### src/rtl/inst_fetch_unit.sv
// Instruction fetch initiator: drives IMEM, queues {pc, inst} toward decode,
// handles redirects with flush and traps misaligned redirect targets.
//
// state    | meaning
// ST_BOOT  | one idle cycle after reset release, no fetch
// ST_RUN   | fetching and queueing, redirects accepted
// ST_FAULT | misaligned target trapped, waits for redirect or fault_clear
module inst_fetch_unit #(
  parameter int unsigned                 PC_WIDTH_LENGTH   = 32,
  parameter int unsigned                 INST_WIDTH_LENGTH = 32,
  parameter logic [PC_WIDTH_LENGTH-1:0]  RESET_PC          = '0,
  parameter int unsigned                 BUF_DEPTH         = 2
) (
  input  logic                          clk_i,
  input  logic                          rst_ni,
  output logic [PC_WIDTH_LENGTH-1:0]    imem_pc_o,
  input  logic [INST_WIDTH_LENGTH-1:0]  imem_inst_i,
  input  logic                          redirect_valid_i,
  input  logic [PC_WIDTH_LENGTH-1:0]    redirect_pc_i,
  output logic                          out_valid_o,
  output logic [INST_WIDTH_LENGTH-1:0]  out_inst_o,
  output logic [PC_WIDTH_LENGTH-1:0]    out_pc_o,
  input  logic                          out_ready_i,
  output logic                          fault_o,
  output logic [PC_WIDTH_LENGTH-1:0]    fault_pc_o,
  input  logic                          fault_clear_i
);

  localparam int unsigned PTR_W = (BUF_DEPTH > 1) ? $clog2(BUF_DEPTH) : 1;
  localparam int unsigned CNT_W = $clog2(BUF_DEPTH + 1);
  localparam logic [CNT_W-1:0] DEPTH_C = CNT_W'(BUF_DEPTH);
  localparam logic [PTR_W-1:0] LAST_C  = PTR_W'(BUF_DEPTH - 1);
  localparam logic [PC_WIDTH_LENGTH-1:0] PC_STEP = PC_WIDTH_LENGTH'(4);

  typedef enum logic [1:0] {
    ST_BOOT  = 2'd0,
    ST_RUN   = 2'd1,
    ST_FAULT = 2'd2
  } state_e;

  state_e                         state_q, state_d;
  logic [PC_WIDTH_LENGTH-1:0]     fetch_pc_q, fetch_pc_d;
  logic [CNT_W-1:0]               count_q, count_d;
  logic [PTR_W-1:0]               rd_ptr_q, rd_ptr_d;
  logic [PTR_W-1:0]               wr_ptr_q, wr_ptr_d;
  logic                           fault_q, fault_d;
  logic [PC_WIDTH_LENGTH-1:0]     fault_pc_q, fault_pc_d;
  logic [PC_WIDTH_LENGTH-1:0]     hold_pc_q;
  logic [INST_WIDTH_LENGTH-1:0]   hold_inst_q;
  logic [PC_WIDTH_LENGTH-1:0]     mem_pc_q   [BUF_DEPTH];
  logic [INST_WIDTH_LENGTH-1:0]   mem_inst_q [BUF_DEPTH];

  logic                           push, pop, out_valid;
  logic [PC_WIDTH_LENGTH-1:0]     head_pc;
  logic [INST_WIDTH_LENGTH-1:0]   head_inst;

  function automatic logic [PTR_W-1:0] ptr_inc(input logic [PTR_W-1:0] p);
    return (p == LAST_C) ? '0 : p + 1'b1;
  endfunction

  assign out_valid = (count_q != '0);
  assign head_pc   = mem_pc_q[rd_ptr_q];
  assign head_inst = mem_inst_q[rd_ptr_q];

  always_comb begin
    state_d    = state_q;
    fetch_pc_d = fetch_pc_q;
    count_d    = count_q;
    rd_ptr_d   = rd_ptr_q;
    wr_ptr_d   = wr_ptr_q;
    fault_d    = fault_q;
    fault_pc_d = fault_pc_q;
    push       = 1'b0;
    pop        = 1'b0;
    unique case (state_q)
      ST_BOOT: state_d = ST_RUN;
      ST_RUN: begin
        pop = out_valid & out_ready_i;
        if (redirect_valid_i) begin
          // Flush; a same-cycle pop is already consumed by decode.
          count_d  = '0;
          rd_ptr_d = '0;
          wr_ptr_d = '0;
          if (redirect_pc_i[1:0] == 2'b00) begin
            fetch_pc_d = redirect_pc_i;
          end else begin
            fault_d    = 1'b1;
            fault_pc_d = redirect_pc_i;
            state_d    = ST_FAULT;
          end
        end else begin
          push = (count_q < DEPTH_C) | pop;
          if (push) begin
            wr_ptr_d   = ptr_inc(wr_ptr_q);
            fetch_pc_d = fetch_pc_q + PC_STEP;
          end
          if (pop) rd_ptr_d = ptr_inc(rd_ptr_q);
          case ({push, pop})
            2'b10:   count_d = count_q + 1'b1;
            2'b01:   count_d = count_q - 1'b1;
            default: count_d = count_q;
          endcase
        end
      end
      ST_FAULT: begin
        if (redirect_valid_i) begin
          if (redirect_pc_i[1:0] == 2'b00) begin
            fault_d    = 1'b0;
            fetch_pc_d = redirect_pc_i;
            state_d    = ST_RUN;
          end else begin
            fault_pc_d = redirect_pc_i;
          end
        end else if (fault_clear_i) begin
          fault_d    = 1'b0;
          fault_pc_d = '0;
          fetch_pc_d = RESET_PC;
          state_d    = ST_RUN;
        end
      end
      default: state_d = ST_BOOT;
    endcase
  end

  always_ff @(posedge clk_i or negedge rst_ni) begin
    if (!rst_ni) begin
      state_q     <= ST_BOOT;
      fetch_pc_q  <= RESET_PC;
      count_q     <= '0;
      rd_ptr_q    <= '0;
      wr_ptr_q    <= '0;
      fault_q     <= 1'b0;
      fault_pc_q  <= '0;
      hold_pc_q   <= '0;
      hold_inst_q <= '0;
    end else begin
      state_q    <= state_d;
      fetch_pc_q <= fetch_pc_d;
      count_q    <= count_d;
      rd_ptr_q   <= rd_ptr_d;
      wr_ptr_q   <= wr_ptr_d;
      fault_q    <= fault_d;
      fault_pc_q <= fault_pc_d;
      // Track the visible head so outputs keep their last value once empty.
      if (out_valid) begin
        hold_pc_q   <= head_pc;
        hold_inst_q <= head_inst;
      end
    end
  end

  always_ff @(posedge clk_i or negedge rst_ni) begin
    if (!rst_ni) begin
      for (int i = 0; i < int'(BUF_DEPTH); i++) begin
        mem_pc_q[i]   <= '0;
        mem_inst_q[i] <= '0;
      end
    end else if (push) begin
      mem_pc_q[wr_ptr_q]   <= fetch_pc_q;
      mem_inst_q[wr_ptr_q] <= imem_inst_i;
    end
  end

  assign imem_pc_o   = fetch_pc_q;
  assign out_valid_o = out_valid;
  assign out_pc_o    = out_valid ? head_pc : hold_pc_q;
  assign out_inst_o  = out_valid ? head_inst : hold_inst_q;
  assign fault_o     = fault_q;
  assign fault_pc_o  = fault_pc_q;

endmodule

### config.mk
export PLATFORM = sky130hd
export DESIGN_NAME = inst_fetch_unit
export DESIGN_NICKNAME = d
export VERILOG_FILES = /design/src/rtl/inst_fetch_unit.sv
export SDC_FILE = /design/constraint.sdc
export NUM_CORES = 1
export LEC_CHECK = 0
export BUFFER_PORTS_ARGS = -buffer_cell sky130_fd_sc_hd__buf_4
export CAP_MARGIN = 0
export CORE_UTILIZATION = 50
export CTS_CLUSTER_DIAMETER = 120
export CTS_CLUSTER_SIZE = 25
export DETAILED_ROUTE_END_ITERATION = 10
export MAX_ROUTING_LAYER = met4
export PLACE_DENSITY = 0.72
export SLEW_MARGIN = 5
export SYNTH_ARGS = -nofsm -noshare
export SYNTH_HDL_FRONTEND = slang
export SYNTH_SLANG_ARGS = --single-unit
### constraint.sdc
create_clock -name clk_i -period 3.41 [get_ports clk_i]
set_clock_uncertainty 0.1 [all_clocks]
set_input_delay 0 -clock clk_i [delete_from_list [all_inputs] [get_ports clk_i]]
set_output_delay 0 -clock clk_i [all_outputs]
set_load 0.05 [all_outputs]
### Word-level counts from Yosys, hierarchy flattened

Index checks and enable logic that the tools add are counted.

* bits in registers: 263
* input port bits: 69
* output and inout port bits: 130
* word-level logic and storage cells: 94

* add/sub/neg operators: 5
* magnitude comparators: 4
* equal/unequal tests: 9
* mux-type cells: 44
* bitwise logic cells: 4
* reduce and logical (&&, ||, !) cells: 15

Operators with widths (number)
* 32-bit 2-to-1 mux: 17
* 64-bit bitwise mux: 2
* 32-bit one-hot mux with 2 select lines: 2
* 32-bit by 3-bit adder with 32-bit output, second input constant: 1
* 32-bit demux with 1-bit select: 1
* 1-bit 2-to-1 mux: 13
* 2-bit 2-to-1 mux: 6
* 3-bit inequality test, second input constant: 3
* 2-bit nonzero test: 4
* 2-bit one-hot mux with 3 select lines: 1
* 2-bit AND reduction: 3
* 3-bit AND reduction: 2
* 5-bit AND reduction: 1
* 2-bit by 1-bit equality test with 1-bit output, second input constant: 2
* 2-bit equality test, second input constant: 2
* 2-bit greater-or-equal comparator, second input constant: 2
* 2-bit logical NOT: 2
* 2-bit inequality test, second input constant: 2
* 1-bit inverter with 2-bit output: 2
* 2-bit one-hot mux with 2 select lines: 1
* 4-bit AND reduction: 1
* 3-bit nonzero test: 1
* 1-bit adder, second input constant: 2
* 2-bit by 1-bit adder with 2-bit output, second input constant: 1
* other kinds (7): 7

### Depth between registers and ports, before layout

* depth after elaboration: 6
* gate-level depth with buffers: 11

### Least setup slack after synthesis

Ideal clock, no wire load.

* path kind: register to register
* from: register count_q[1]
* to: register hold_pc_q[26]
* data arrival time: 2.381 ns
* path slack: 0.680 ns
* cell stages (with the launch flop): 7
* path buffers: 3
* period minus slack after synthesis: 2.730 ns
* cell sequence: dfrtp_1 clkbuf_1 inv_1 ha_1 clkbuf_1 clkbuf_1 o21ai_0

* longest elaborated chain between the ends: 2

Ends and longest elaborated chain
* from (decl): RTL line 43 `logic [CNT_W-1:0] count_q, count_d;`
* from (signal assigned): RTL line 139 `count_q <= count_d;`
* 2-bit nonzero test: RTL line 61 `assign out_valid = (count_q != '0);`
* 32-bit 2-to-1 mux
* via out_pc_o[26]: RTL line 22 `output logic [PC_WIDTH_LENGTH-1:0] out_pc_o,`
* to (signal assigned): RTL line 146 `hold_pc_q <= head_pc;`
* to (decl): RTL line 48 `logic [PC_WIDTH_LENGTH-1:0] hold_pc_q;`

The timed path passes the listed nets, and every way through them passes these cells.
A chain may end at the register's enable or synchronous reset.

### Worst setup path in the final report

* from: register count_q[1]
* to: output port out_pc_o[23]

* longest elaborated chain between the ends: 2

Ends and longest elaborated chain (RTL line)
* 2-bit nonzero test: 61
* 32-bit 2-to-1 mux
* to (decl): 22

Every way passes these cells.

==> flow_summary.html <==
<table>
<tr><th>Metric</th><th>Value</th></tr>
<tr><th colspan="2">Global routing</th></tr>
<tr><td>Antenna violations before repair</td><td>0</td></tr>
<tr><td>Maximum number of pins on one net before global-route repair</td><td>114</td></tr>
<tr><td>Global-route wire length before repair</td><td>44100 microns</td></tr>
<tr><td>Global routing usage summed across all routing layers</td><td>23.8%</td></tr>
<tr><td>GRT Residual Overflow</td><td>0</td></tr>
<tr><td>Vias in the first global route</td><td>8375</td></tr>
<tr><th colspan="2">Detailed routing</th></tr>
<tr><td>Total via count in the routed design</td><td>8329</td></tr>
<tr><td>Number of antenna-violating nets in the routed design</td><td>0</td></tr>
<tr><td>Via/cell ratio</td><td>5.54</td></tr>
<tr><td>TritonRoute pass-1 iters</td><td>7</td></tr>
<tr><td>Total wirelength of the detailed-routed design</td><td>roughly 27000 microns</td></tr>
<tr><td>DRC Markers</td><td>0</td></tr>
<tr><td>Count of routing violations after the opening detailed-route iteration</td><td>513</td></tr>
<tr><td>Routed length per placed instance</td><td>17.8 microns</td></tr>
<tr><th colspan="2">Finish</th></tr>
<tr><td>Area of the multi-input gates</td><td>4490 sq um</td></tr>
<tr><td>Ratio of cells with drive above 1 in the final layout</td><td>30.7%</td></tr>
<tr><td>Number of inserted diodes</td><td>0</td></tr>
<tr><td>Syn-to-layout area delta</td><td>24.6%</td></tr>
<tr><td>Flip-flop and latch area</td><td>6590 sq um</td></tr>
<tr><td>Post-layout net count</td><td>1295</td></tr>
<tr><td>Filler cell count in the final layout</td><td>1725</td></tr>
<tr><th colspan="2">Worst setup path</th></tr>
<tr><td>Worst R2R Path Depth</td><td>7</td></tr>
<tr><td>Data required time of the worst path</td><td>3.31 ns</td></tr>
<tr><td>Master of the slowest instance on the critical path</td><td>sky130_fd_sc_hd__buf_4</td></tr>
<tr><td>Crit path buffers/inverters</td><td>3</td></tr>
<tr><td>Minimum setup slack among reg-to-reg paths</td><td>around 0.72 ns</td></tr>
<tr><td>Maximum fanout along the worst path</td><td>110</td></tr>
<tr><td>Reg2reg start</td><td>count_q[1]$_DFFE_PN0P_</td></tr>
<tr><td>Cell family contributing the most delay on the critical path</td><td>buffers and inverters</td></tr>
<tr><td>Most common cell type on the critical path</td><td>sky130_fd_sc_hd__buf_4</td></tr>
<tr><td>Worst flop-to-flop path endpoint</td><td>imem_pc_o[13]$_DFFE_PN0P_</td></tr>
<tr><td>Endpoint kind of the worst setup timing path</td><td>output port</td></tr>
<tr><td>Ordered list of cells on the worst path</td><td>inv_1 &gt; ha_4 &gt; buf_4 &gt; o21ai_0 &gt; buf_4</td></tr>
<tr><td>Crit Path Class</td><td>reg -&gt; out</td></tr>
<tr><td>Data arrival time of the critical path</td><td>2.92 ns</td></tr>
<tr><td>Element type at the critical path start</td><td>flip-flop</td></tr>
<tr><td>CP peak stage delay</td><td>0.79 ns</td></tr>
<tr><th colspan="2">STA</th></tr>
<tr><td>Number of max-slew violations in the final report</td><td>0</td></tr>
<tr><td>Sum of negative setup slack</td><td>0 ns</td></tr>
<tr><td>Slew at the pin closest to its max-slew limit</td><td>0.982 ns</td></tr>
<tr><td>Final-report hold violation count</td><td>0</td></tr>
<tr><td>Worst slew margin</td><td>34.5%</td></tr>
<tr><td>Shortest clock period the worst path allows after layout</td><td>3.02 ns</td></tr>
<tr><td>Unrepaired setup endpoints after global routing</td><td>false</td></tr>
<tr><td>Highest attainable clock frequency</td><td>about 330 MHz</td></tr>
<tr><td>Number of setup violations in the final report</td><td>0</td></tr>
<tr><td>Fin crit share</td><td>88.6%</td></tr>
<tr><th colspan="2">Synth</th></tr>
<tr><td>Number of synthesis warnings</td><td>0</td></tr>
<tr><td>Post-Synthesis Net Count</td><td>1068</td></tr>
<tr><td>Summed instance area of the synthesized netlist</td><td>11400 sq um</td></tr>
<tr><td>Flip-flop cell with the highest count after synthesis</td><td>sky130_fd_sc_hd__dfrtp_1</td></tr>
<tr><td>Post-synthesis instance total</td><td>994</td></tr>
<tr><td>Number of distinct library cells after synthesis</td><td>53</td></tr>
<tr><td>Post-Syn Area per Cell</td><td>11.5 sq um</td></tr>
<tr><td>EDFF count, synth</td><td>0</td></tr>
<tr><td>Seq/Total Area, Yosys</td><td>between 50% and 60%</td></tr>
<tr><td>Share of synthesized registers carrying an async set or reset</td><td>100%</td></tr>
<tr><td>Yosys reg bits</td><td>approximately 260</td></tr>
<tr><th colspan="2">Clocking</th></tr>
<tr><td>Number of buffers added to fix hold violations after cts</td><td>69</td></tr>
<tr><td>Number of levels in the clock H-tree</td><td>1</td></tr>
<tr><td>Clock network latency to the later pin of the worst-skew pair</td><td>~0.48 ns</td></tr>
<tr><td>Number of sinks on the clock net</td><td>263</td></tr>
<tr><td>Clk buf depth</td><td>3</td></tr>
<tr><td>Clock transition at the register clock pins on the worst setup and hold paths after CTS</td><td>0.10 ns</td></tr>
<tr><td>Cts bufs inserted</td><td>14</td></tr>
<tr><td>Cells resized by post-CTS repair</td><td>0</td></tr>
<tr><td>Setup repair bufs after CTS</td><td>0</td></tr>
<tr><td>Clock tree from TritonCTS</td><td>yes</td></tr>
<tr><td>Clock tree root buffer cell</td><td>sky130_fd_sc_hd__clkbuf_16</td></tr>
<tr><th colspan="2">Die</th></tr>
<tr><td>Number of placed I/O pins</td><td>199</td></tr>
<tr><td>Die boundary width</td><td>153 microns</td></tr>
<tr><td>Std-Cell Rows</td><td>54</td></tr>
<tr><td>Chip Height</td><td>between 150 and 200 microns</td></tr>
<tr><td>Initial cell density of the core</td><td>51.6%</td></tr>
<tr><td>Die area</td><td>around 23000 sq um</td></tr>
<tr><td>Core Box Area</td><td>roughly 22000 sq um</td></tr>
<tr><th colspan="2">Hold path</th></tr>
<tr><td>Class of the tightest hold or removal check</td><td>in -&gt; async</td></tr>
<tr><th colspan="2">Placed design</th></tr>
<tr><td>Final weighted congestion of routability-driven global placement</td><td>~0.83</td></tr>
<tr><td>HPWL after DPL</td><td>17000 microns</td></tr>
<tr><td>Port Buf Inserts</td><td>198</td></tr>
<tr><th colspan="2">Run</th></tr>
<tr><td># Max-Cap Violations</td><td>0</td></tr>
<tr><th colspan="2">Outcome</th></tr>
<tr><td>Result of the run</td><td>completed</td></tr>
</table>
-- Yosys cell counts, drive strengths merged (2+ instances only) --
library cell	number	area (sq um)
dfrtp	263	6580
nand2	169	634
mux2	128	1440
o21ai	92	460
mux2i	66	661
a21oi	48	240
clkbuf	38	144
buf	34	184
nand3	19	100
nand4	13	93.8
nor2	13	51.3
inv	12	45.0
a31oi	10	62.6
and3	7	43.8
o211ai	7	52.6
nand2b	6	45.0
nor3	6	30.0
o311ai	6	52.6
a22oi	5	37.5
ha	5	62.6
or4	5	37.5
and2	4	25.0
and4	4	35.0
or2	4	25.0
a211oi	3	22.5
a221o	3	30.0
nor3b	3	22.5
o22ai	3	18.8
a211o	2	17.5
a41oi	2	17.5
nor2b	2	12.5
-- cell type report --
class                           instances  share of cell area (%)
Clock inverter                          2                   0.123
Tap cell                              280                    2.46
Inverter                               12                   0.317
Multi-Input combinational cell        647                    31.6
Sequential cell                       263                    46.3
Clock buffer                           16                    2.67
Timing Repair Buffer                  283                    16.6
-- state kept, by name, summed over array words and instances (netlist names) --
name         flops
state_q          2
hold_inst_q     32
rd_ptr_q         1
imem_pc_o       32
wr_ptr_q         1
count_q          2
fault_o          1
hold_pc_q       32
fault_pc_o      32
mem_inst_q      64
mem_pc_q        64
-- worst max path at each step --
stage | slack (ns) | endpoint | depth (start not counted) | start
after floorplan | 0.68 | hold_pc_q[26]$_DFF_PN0_ | 6 | count_q[1]$_DFFE_PN0P_
after global placement | 0.84 | imem_pc_o[4]$_DFFE_PN0P_ | 7 | count_q[1]$_DFFE_PN0P_
after detailed placement | 0.75 | imem_pc_o[13]$_DFFE_PN0P_ | 7 | count_q[1]$_DFFE_PN0P_
after CTS | 0.39 | out_pc_o[23] | 5 | count_q[1]$_DFFE_PN0P_
after global routing | 0.14 | out_pc_o[25] | 5 | count_q[1]$_DFFE_PN0P_
final | 0.39 | out_pc_o[23] | 5 | count_q[1]$_DFFE_PN0P_
-- kinds of logic after synthesis --
kind of cell	synth area share (%)
flops	57.7
buf+inv	3.27
fa+ha+maj	0.548
simple gates	10.4
mux	18.4
compound gates	9.64
-- per-stage QoR --
stage	setup WS, ns	instance area, sq um	util, %	hold slack (ns)	cells
after floorplan	0.680	11400	-	-0.396	994
after global placement	0.840	13100	59.4	0.0378	1416
after detailed placement	0.750	13100	59.4	0.0488	1416
after CTS	0.387	14200	64.4	0.116	1503
after global routing	0.137	14200	64.4	0.124	1503
final	0.387	14200	64.4	0.0543	1503
-- layout by cell type, fill, tap and decap left out, types with 3 or more instances in the layout --
master and count:
sky130_fd_sc_hd__a211oi_1 3, sky130_fd_sc_hd__a21oi_1 48, sky130_fd_sc_hd__a221o_1 3, sky130_fd_sc_hd__a22oi_1 5
sky130_fd_sc_hd__a31oi_1 10, sky130_fd_sc_hd__and2_1 4, sky130_fd_sc_hd__and3_1 5, sky130_fd_sc_hd__and4_1 4
sky130_fd_sc_hd__buf_12 4, sky130_fd_sc_hd__buf_4 209, sky130_fd_sc_hd__clkbuf_16 15, sky130_fd_sc_hd__dfrtp_1 262
sky130_fd_sc_hd__dlygate4sd3_1 69, sky130_fd_sc_hd__ha_1 4, sky130_fd_sc_hd__inv_1 12, sky130_fd_sc_hd__mux2_2 128
sky130_fd_sc_hd__mux2i_1 66, sky130_fd_sc_hd__nand2_1 169, sky130_fd_sc_hd__nand2b_1 5, sky130_fd_sc_hd__nand3_1 18
sky130_fd_sc_hd__nand4_1 11, sky130_fd_sc_hd__nor2_1 12, sky130_fd_sc_hd__nor3_1 4, sky130_fd_sc_hd__nor3b_1 3
sky130_fd_sc_hd__o211ai_1 7, sky130_fd_sc_hd__o21ai_0 89, sky130_fd_sc_hd__o21ai_1 3, sky130_fd_sc_hd__o22ai_1 3
sky130_fd_sc_hd__o311ai_1 4, sky130_fd_sc_hd__or2_2 4, sky130_fd_sc_hd__or4_1 5
-- per-layer routing --
| layer | GRT usage (%) | routed length [microns] |
|---|---|---|
| met4 | 4.76 | 352 |
| met5 | - | 0 |
| met2 | 35.4 | 12100 |
| met3 | 3.01 | 1400 |
| met1 | 35.0 | 12800 |
Power is left out: the tool's default activity adds up to more than one toggle a clock period on the data nets, which glitch-free logic cannot reach.
